File: src/rtl/tick_monitor_if.sv
// Bus between the tenth-second timer side and tick_monitor: tick input, clear,
// and the pulse/counter/alarm outputs consumed by status and reporting logic.
interface tick_monitor_if;
    logic       tick_in;
    logic       clr;
    logic       tick_pulse;
    logic       sec_tick;
    logic [3:0] tenth_cnt;
    logic [5:0] sec_cnt;
    logic [7:0] min_cnt;
    logic       tick_lost;

    modport master (
        output tick_in, clr,
        input  tick_pulse, sec_tick, tenth_cnt, sec_cnt, min_cnt, tick_lost
    );

    modport slave (
        input  tick_in, clr,
        output tick_pulse, sec_tick, tenth_cnt, sec_cnt, min_cnt, tick_lost
    );
endinterface

File: src/rtl/tick_monitor.sv
// Synchronizes the timer's toggling tick, turns each level change into a pulse,
// keeps tenth/second/minute counters and raises a sticky alarm if ticks stop.
module tick_monitor #(
    parameter int          U_DLY          = 1,
    parameter logic [25:0] TIMEOUT_CYCLES = 26'd2999999
) (
    input  logic          clk,
    input  logic          rst,
    tick_monitor_if.slave bus
);

    typedef enum logic [1:0] {
        S_IDLE = 2'd0,
        S_RUN  = 2'd1,
        S_LOST = 2'd2
    } state_t;

    state_t      r_state;
    state_t      w_state_nxt;
    logic        r_s1, r_s2, r_s3;
    logic        w_edge;
    logic        w_count;
    logic        w_pulse;
    logic        w_timeout;
    logic        w_tenth_wrap;
    logic        w_sec_wrap;
    logic [25:0] r_gap_cnt;
    logic        r_tick_pulse;
    logic        r_sec_tick;
    logic [3:0]  r_tenth_cnt;
    logic [5:0]  r_sec_cnt;
    logic [7:0]  r_min_cnt;
    logic        r_tick_lost;

    // s1 may go metastable; only s2/s3 feed logic. clr leaves this chain running.
    always_ff @(posedge clk) begin
        if (rst) begin
            r_s1 <= 1'b0;
            r_s2 <= 1'b0;
            r_s3 <= 1'b0;
        end else begin
            r_s1 <= bus.tick_in;
            r_s2 <= r_s1;
            r_s3 <= r_s2;
        end
    end

    assign w_edge       = r_s2 ^ r_s3;
    assign w_tenth_wrap = (r_tenth_cnt == 4'd9);
    assign w_sec_wrap   = (r_sec_cnt == 6'd59);

    always_ff @(posedge clk) begin
        if (rst) r_state <= S_IDLE;
        else     r_state <= w_state_nxt;
    end

    // The first edge after IDLE only arms; an edge beats a same-cycle timeout.
    always_comb begin
        w_state_nxt = r_state;
        w_count     = 1'b0;
        w_pulse     = 1'b0;
        w_timeout   = 1'b0;
        if (bus.clr) begin
            w_state_nxt = S_IDLE;
        end else begin
            case (r_state)
                S_IDLE: begin
                    if (w_edge) begin
                        w_state_nxt = S_RUN;
                        w_pulse     = 1'b1;
                    end
                end
                S_RUN: begin
                    if (w_edge) begin
                        w_pulse = 1'b1;
                        w_count = 1'b1;
                    end else if (r_gap_cnt == TIMEOUT_CYCLES) begin
                        w_timeout   = 1'b1;
                        w_state_nxt = S_LOST;
                    end
                end
                S_LOST: begin
                    if (w_edge) begin
                        w_state_nxt = S_RUN;
                        w_pulse     = 1'b1;
                        w_count     = 1'b1;
                    end
                end
                default: w_state_nxt = S_IDLE;
            endcase
        end
    end

    always_ff @(posedge clk) begin
        if (rst || bus.clr)
            r_gap_cnt <= 26'd0;
        else if ((r_state == S_RUN) && !w_edge && !w_timeout)
            r_gap_cnt <= r_gap_cnt + 26'd1;
        else
            r_gap_cnt <= 26'd0;
    end

    always_ff @(posedge clk) begin
        if (rst || bus.clr) begin
            r_tick_pulse <= 1'b0;
            r_sec_tick   <= 1'b0;
            r_tenth_cnt  <= 4'd0;
            r_sec_cnt    <= 6'd0;
            r_min_cnt    <= 8'd0;
            r_tick_lost  <= 1'b0;
        end else begin
            r_tick_pulse <= w_pulse;
            r_sec_tick   <= w_count && w_tenth_wrap;
            if (w_timeout)
                r_tick_lost <= 1'b1;
            if (w_count) begin
                r_tenth_cnt <= w_tenth_wrap ? 4'd0 : r_tenth_cnt + 4'd1;
                if (w_tenth_wrap) begin
                    r_sec_cnt <= w_sec_wrap ? 6'd0 : r_sec_cnt + 6'd1;
                    if (w_sec_wrap)
                        r_min_cnt <= r_min_cnt + 8'd1;
                end
            end
        end
    end

    assign bus.tick_pulse = r_tick_pulse;
    assign bus.sec_tick   = r_sec_tick;
    assign bus.tenth_cnt  = r_tenth_cnt;
    assign bus.sec_cnt    = r_sec_cnt;
    assign bus.min_cnt    = r_min_cnt;
    assign bus.tick_lost  = r_tick_lost;

endmodule
File: src/flat_wrapper.sv
// flat-port wrapper written by rule: the top's interface ports become plain ports
module tick_monitor_flat 
#(
    parameter int          U_DLY          = 1,
    parameter logic [25:0] TIMEOUT_CYCLES = 26'd2999999
)
  (clk, rst, bus_tick_in, bus_clr, bus_tick_pulse, bus_sec_tick, bus_tenth_cnt, bus_sec_cnt, bus_min_cnt, bus_tick_lost);
  tick_monitor_if bus_i ();
  input  logic clk;
  input  logic rst;
  input wire logic [$bits(bus_i.tick_in)-1:0] bus_tick_in;
  input wire logic [$bits(bus_i.clr)-1:0] bus_clr;
  output wire logic [$bits(bus_i.tick_pulse)-1:0] bus_tick_pulse;
  output wire logic [$bits(bus_i.sec_tick)-1:0] bus_sec_tick;
  output wire logic [$bits(bus_i.tenth_cnt)-1:0] bus_tenth_cnt;
  output wire logic [$bits(bus_i.sec_cnt)-1:0] bus_sec_cnt;
  output wire logic [$bits(bus_i.min_cnt)-1:0] bus_min_cnt;
  output wire logic [$bits(bus_i.tick_lost)-1:0] bus_tick_lost;
  assign bus_i.tick_in = bus_tick_in;
  assign bus_i.clr = bus_clr;
  assign bus_tick_pulse = bus_i.tick_pulse;
  assign bus_sec_tick = bus_i.sec_tick;
  assign bus_tenth_cnt = bus_i.tenth_cnt;
  assign bus_sec_cnt = bus_i.sec_cnt;
  assign bus_min_cnt = bus_i.min_cnt;
  assign bus_tick_lost = bus_i.tick_lost;
  tick_monitor #(.U_DLY(U_DLY), .TIMEOUT_CYCLES(TIMEOUT_CYCLES)) u_core (.clk(clk), .rst(rst), .bus(bus_i));
endmodule
File: config.mk
export PLATFORM = sky130hd
export DESIGN_NAME = tick_monitor_flat
export DESIGN_NICKNAME = d
export VERILOG_FILES = /design/src/rtl/tick_monitor_if.sv /design/src/rtl/tick_monitor.sv /design/src/flat_wrapper.sv
export SDC_FILE = /design/constraint.sdc
export NUM_CORES = 1
export LEC_CHECK = 0
export BUFFER_PORTS_ARGS = -buffer_cell sky130_fd_sc_hd__buf_2
export CORE_MARGIN = 3
export CORE_UTILIZATION = 50
export DETAILED_ROUTE_END_ITERATION = 10
export GPL_ROUTABILITY_DRIVEN = 0
export PLACE_DENSITY = 0.75
export SLEW_MARGIN = 20
export SYNTH_ARGS = -nofsm -noshare
export SYNTH_HDL_FRONTEND = slang
export SYNTH_SLANG_ARGS = --single-unit
File: constraint.sdc
create_clock -name clk -period 2.5 [get_ports clk]
set_clock_uncertainty 0.05 [all_clocks]
set_input_delay 0.375 -clock clk [delete_from_list [all_inputs] [get_ports clk]]
set_output_delay 0.375 -clock clk [all_outputs]
set_load 0.03 [all_outputs]
Word level (Yosys, flattened, before mapping)
Cells that the tools add are included.
{"block": "classes", "n_addsub": 4, "eq_ne": 8, "mux": 13, "bitwise_logic": 3, "reduce_logical": 16}
{"operator": "$add 26x1->26 const B", "n": 1}
{"operator": "$eq 26x22->1 const B", "n": 1}
{"operator": "$add 8x1->8 const B", "n": 1}
{"operator": "$reduce_or 2->1", "n": 4}
{"operator": "$mux 1", "n": 7}
{"operator": "$add 6x1->6 const B", "n": 1}
{"operator": "$eq 6x6->1 const B", "n": 1}
{"operator": "$mux 2", "n": 3}
{"operator": "$mux 6", "n": 1}
{"operator": "$reduce_and 3->1", "n": 2}
{"operator": "$reduce_or 3->1", "n": 2}
{"operator": "$add 4x1->4 const B", "n": 1}
{"operator": "$eq 4x4->1 const B", "n": 1}
{"operator": "$mux 4", "n": 1}
{"operator": "$ne 2x1->1 const B", "n": 2}
{"operator": "$pmux 2 s2", "n": 1}
{"operator": "$logic_and 1x1->1", "n": 3}
{"operator": "$eq 2x1->1 const B", "n": 1}
{"operator": "$eq 2x2->1 const B", "n": 1}
{"operator": "$logic_not 1->1", "n": 2}
{"operator": "$logic_not 2->1", "n": 1}
{"operator": "$ne 2x2->1 const B", "n": 1}
{"operator": "$not 1->1", "n": 2}
{"operator": "$reduce_and 2->1", "n": 1}
{"operator": "2 further kinds", "n": 2}
{"block": "totals", "register_bits": 52, "input_bits": 4, "out_inout_bits": 21, "elab_cells": 55}

Longest topological paths before layout
{"block": "depth", "word_depth": 9, "depth_mapped": 9, "depth_no_buf": 6}

Least setup slack after synthesis
Ideal clock, no wire load.
{"block": "synth_path", "path_kind": "reg2reg", "from": "register u_core.r_sec_cnt[0], in the netlist u_core.bus.sec_cnt[0]", "to": "register u_core.r_min_cnt[7], in the netlist u_core.bus.min_cnt[7]", "setup_ps": 70, "arrival_ps": 1978, "required_ps": 2380, "setup_slack_ps": 402, "path_stages_with_launch": 7, "path_buffers": 1, "synth_period_minus_slack_ps": 2098, "cell_sequence": "dfxtp_1 -> ha_1 -> nand2_1 -> or3_4 -> buf_2 -> or4_1 -> a21oi_1"}
{"block": "synth_via", "elab_chain_cells": 2}
{"item": "from (decl)", "line_no": "tick_monitor.sv:31", "source": "logic [5:0] r_sec_cnt;"}
{"item": "from (signal assigned)", "line_no": "tick_monitor.sv:119", "source": "r_sec_cnt <= w_sec_wrap ? 6'd0 : r_sec_cnt + 6'd1;"}
{"item": "$eq 6x6->1", "line_no": "tick_monitor.sv:50", "source": "assign w_sec_wrap = (r_sec_cnt == 6'd59);"}
{"item": "$reduce_and 3->1 (no line)"}
{"item": "to (signal assigned)", "line_no": "tick_monitor.sv:121", "source": "r_min_cnt <= r_min_cnt + 8'd1;"}
{"item": "to (decl)", "line_no": "tick_monitor.sv:32", "source": "logic [7:0] r_min_cnt;"}
No other way between the ends.
A chain may end at the register's enable or synchronous reset.

Worst setup path in the final report
{"block": "layout_path", "from": "register u_core.r_state[1]", "to": "register u_core.r_sec_cnt[5], in the netlist u_core.bus.sec_cnt[5]"}
{"block": "layout_via", "elab_chain_cells": 5, "elab_cells_between_ends": 6, "classes_between": "eq/ne: 2; mux: 2; reduce/logical: 2"}
{"item": "from (decl)", "line_no": "tick_monitor.sv:18", "source": "state_t r_state;"}
{"item": "from (signal assigned)", "line_no": "tick_monitor.sv:54", "source": "else r_state <= w_state_nxt;"}
{"item": "$eq 2x2->1 or $eq 2x1->1 (tied branches)", "line_no": "tick_monitor.sv:66", "source": "case (r_state)"}
{"item": "$reduce_or 2->1 (no line) (*)"}
{"item": "$mux 1 (*)"}
{"item": "$mux 1 (*)", "line_no": "tick_monitor.sv:63", "source": "if (bus.clr) begin"}
{"item": "$reduce_and 2->1 (no line) (*)"}
Every way passes the cells marked *; elsewhere a longest branch is shown, timed or not.

==> reports/results.env <==
P_SWITCHING_mW=0.287
WL_FINAL_UM=5060
REGTOREGSETUPSLACK_NS=0.21
GRT_PASS1_VIAS=2006
SWITCHING_FRACTION_OF_TOTAL_POWER_PCT=21.2
IRDROPWORSTVDD_mV=0.370
POST-PLACE-CELLS=364
PATH_CLK_SLEW_NS=0.09
FLOORPLAN.DIE.WIDTH_UM=77.4
LAYOUT.CELLS.NON_FILLER=372
CRITICAL-PATH-MAX-STAGE-DELAY_NS=0.56
DRIVE_GT1_SHARE_PCT=15.7
SETUP-TNS-FINAL_NS=0
DRCVIOLATIONCOUNT=0
PLACEMENT.IO_BUFFERS=24
CLOCK-ROOT-BUFFER='sky130_fd_sc_hd__clkbuf_8'
TRITONCTS.NUM_BUFFERS=5
CRITPATHKIND='reg2reg'
FINAL_HOLD_VIOL_COUNT=0
MAXSLEWHEADROOM_PCT=68.7
TIMING.MAX_CAP.VIOLATIONS=0
CTS_RESIZED=0
ANTENNA_FOUND_INITIAL=0
END_KIND='flop'
SETUP_VIOL=0
MOST-COMMON-LAYOUT-CELLS='52 x sky130_fd_sc_hd__dfxtp_1, 24 x sky130_fd_sc_hd__buf_2, 20 x sky130_fd_sc_hd__nor3_1, 19 x sky130_fd_sc_hd__nand2_1, 13 x sky130_fd_sc_hd__nand3_1'
R2R_STARTPOINT='u_core.r_state[1]$_SDFFE_PP0P_'
SYNTHESIS_TO_FINISH_AREA_GROWTH_PCT=9.98
REG2REG_TO='u_core.bus.sec_cnt[5]$_SDFFE_PP0P_'
POSTROUTEANTENNANETS=0
CTS_HTREE_LEVELS=2
GRT_SETUP_UNREPAIRED='no'
REPORT.FINAL.SLEW_VIOL_COUNT=0
NUM_IO_PINS=25
HOLD_PATH_SINK='u_core.r_s1$_SDFF_PP0_'
POWER_FRAC_CLOCK_PCT=36.3
POST-DP-HPWL_UM=3500
DIE_AREA_UM2=5980
LAYOUT_COMMONEST_CELL='sky130_fd_sc_hd__dfxtp_1'
DIODES=0
POST_CTS.REPAIR.SETUP_BUFFERS=0
R2R.WORST_PATH.CELLS=6
DRTITER0DRC=198
FINALWORSTPATHREQUIREDPERIOD_NS=2.29
TIMING.CRITICAL_PATH.SLOWEST_STAGE_CELL='sky130_fd_sc_hd__or4_1'
START_KIND='flop'
POST_CTS_HOLD_BUFFER_COUNT=0
CORE_UM2=4820
WORST_PATH_REQUIRED_TIME_NS=2.67
LEAKAGEPOWER_nW=0.946
ROUTED_LEN_INST_UM=13.6
POWER.INTERNAL_mW=1.07
GRT_PASS1_WL_UM=9120
PWR-SHARE-COMB_PCT=2.1
FINALWORSTSETUPSLACK_NS=0.209
GRT.TOTAL_USAGE_PCT=18.4
DRT-PASS1-ITER-COUNT=4
CLOCK_SINKS=52
SYNTH_TOP_CELL_AREA_SHARE_PCT=40.9
DRT-VIAS-PER-INSTANCE=5.78
INITIAL_UTILIZATION_PCT=52.9
FINAL_MIN_PERIOD_OVER_CLOCK_PERIOD_PCT=91.7
TIMING.CRITICAL_PATH.FANOUT_MAX=19
WORSTMARGINPINSLEW_NS=0.468
PLACE_WS_NS=0.219
PLACEMENT_ROWS=25
DETAILROUTE.VIA_COUNT=2151
SYN_NETS=293
MAXCLOCKFREQUENCY_MHz=436
SYNTH_SEQ_AREA_SHARE_PCT=40.9
SHARE_SEQ_OF_TOTAL_POWER_PCT=61.5
SYNTH.AVG_CELL_AREA_UM2=9.03
WORST-ENDPOINT-ARRIVAL_NS=2.46
SYNTH_SEQ_CELLS=52
PATH_CELLS='inv_1, ha_1, and3b_1, nand3_2, or4_1, a211oi_1'
WORSTSKEWPAIRLATENCY_NS=0.30
NNETSFINAL=315
YOSYSTOPAREACELL='sky130_fd_sc_hd__dfxtp_1'
GRT_OVERFLOW_TOTAL=0
SYNTHCELLS=282
MAXIMUM_NUMBER_OF_PINS_ON_ONE_NET_BEFORE_GLOBAL_ROUTE_REPAIR=28
NETLIST-CELL-TYPE-COUNT=46
OUTCOME='completed'
MAX-CLOCK-PATH-BUFFERS=2
PWR_DENSITY_CELL_nW_PER_UM2=483
FLOORPLAN.DIE.HEIGHT_UM=77.4
CTS_TREE='done'
SYNTHTOPCELLSBYAREA='sky130_fd_sc_hd__dfxtp_1 41%, sky130_fd_sc_hd__nor3_1 3.9%, sky130_fd_sc_hd__xor2_1 3.8%'
WORST_HOLD_PATH_TYPE='in2reg'
SYNTHESIS.YOSYS.WARNINGS=0
SYN-CELL-AREA_UM2=2550
HOLD_PATH_STARTPOINT='bus_tick_in'
WORST_HOLD_PATH.NUM_CELLS=2
cells in the mapped netlist (all sizes together):
cell type and count:
dfxtp 52, nor3 21, nand2 20, nand3 15, a211oi 12, nor2 12
xor2 12, a21oi 11, nand4 11, o21ai 11, or4 11, o31ai 10
or3 8, and4 7, buf 7, ha 7, xnor2 7, and3 6
clkbuf 6, inv 6, nor2b 6, and2 3, a31o 2, nor3b 2
nor4b 2, o21a 2, o41ai 2, or2 2, a22o 1, a31oi 1
a32o 1, and3b 1, nand3b 1, nand4bb 1, nor4 1, o211ai 1
o221a 1
flip-flops by register name, summed over array words and instances (netlist names):
name,cells
u_core.bus.min_cnt,8
u_core.bus.sec_cnt,6
u_core.bus.sec_tick,1
u_core.bus.tenth_cnt,4
u_core.bus.tick_lost,1
u_core.bus.tick_pulse,1
u_core.r_gap_cnt,26
u_core.r_s1,1
u_core.r_s2,1
u_core.r_s3,1
u_core.r_state,2
per-stage QoR:
| step | util (%) | cell area, um2 | hold slack, ns | total power, mW |
|---|---|---|---|---|
| after detailed placement | 56.3 | 2710 | 0.385 | 0.881 |
| final | 58.1 | 2800 | 0.256 | 1.35 |
| after global routing | 58.1 | 2800 | 0.274 | 1.40 |
| after global placement | 56.3 | 2710 | 0.385 | 0.880 |
| after floorplan | - | 2550 | 0.364 | 0.870 |
| after CTS | 58.1 | 2800 | 0.252 | 1.37 |
critical path: cells and delay by family (launching register included):
family                     cells  cell delay (ns)
and+or+nand+nor                3             1.16
DFF                            1             0.38
adders and majority gates      1             0.31
AOI/OAI and AO/OA              1             0.22
buffers and inverters          1             0.08
final cells by class:
| type | count | area, um2 |
|---|---|---|
| multi-input combinational | 211 | 1410 |
| tap | 67 | 83.8 |
| fill | 462 | 2020 |
| inverter | 6 | 22.5 |
| timing repair buffer | 28 | 150 |
| clock buffer | 8 | 90.1 |
| sequential | 52 | 1040 |
cell families (layout without fill, tap and decap cells):
kind of cell	count (synthesis)	count (layout)	synth area share (%)
buf+inv	19	42	3.64
flops	52	52	40.9
simple gates	130	130	30.3
fa+ha+maj	7	7	3.44
compound gates	55	55	14.9
xor+xnor	19	19	6.83
power by group through the flow:
stage	clock network, mW	registers (mW)	logic [mW]
floorplan	0	0.853	0.0175
global placement	0	0.852	0.0280
detailed placement	0	0.852	0.0292
CTS	0.508	0.833	0.0291
global route	0.532	0.833	0.0327
finish	0.492	0.833	0.0290
per-layer routing:
layer,wire (um),vias to the layer above,GRT usage [%]
met5,0,-,0
met4,50,0,6.23
met3,158,4,3.83
met2,2380,36,30.5
met1,2480,1010,23.8
li1,-,1101,-
worst max-delay path by stage:
stage	from	to	slack, ns
after CTS	u_core.r_state[1]$_SDFFE_PP0P_	u_core.bus.sec_cnt[5]$_SDFFE_PP0P_	0.21
after global routing	u_core.r_state[0]$_SDFFE_PP0P_	u_core.bus.sec_cnt[5]$_SDFFE_PP0P_	0.06
final	u_core.r_state[1]$_SDFFE_PP0P_	u_core.bus.sec_cnt[5]$_SDFFE_PP0P_	0.21
after detailed placement	u_core.r_state[1]$_SDFFE_PP0P_	u_core.bus.sec_cnt[5]$_SDFFE_PP0P_	0.22
after global placement	u_core.r_state[1]$_SDFFE_PP0P_	u_core.bus.sec_cnt[5]$_SDFFE_PP0P_	0.32
after floorplan	u_core.bus.sec_cnt[0]$_SDFFE_PP0P_	u_core.bus.min_cnt[7]$_SDFFE_PP0P_	0.40
Note: power is estimated with default switching activity, not from simulation.
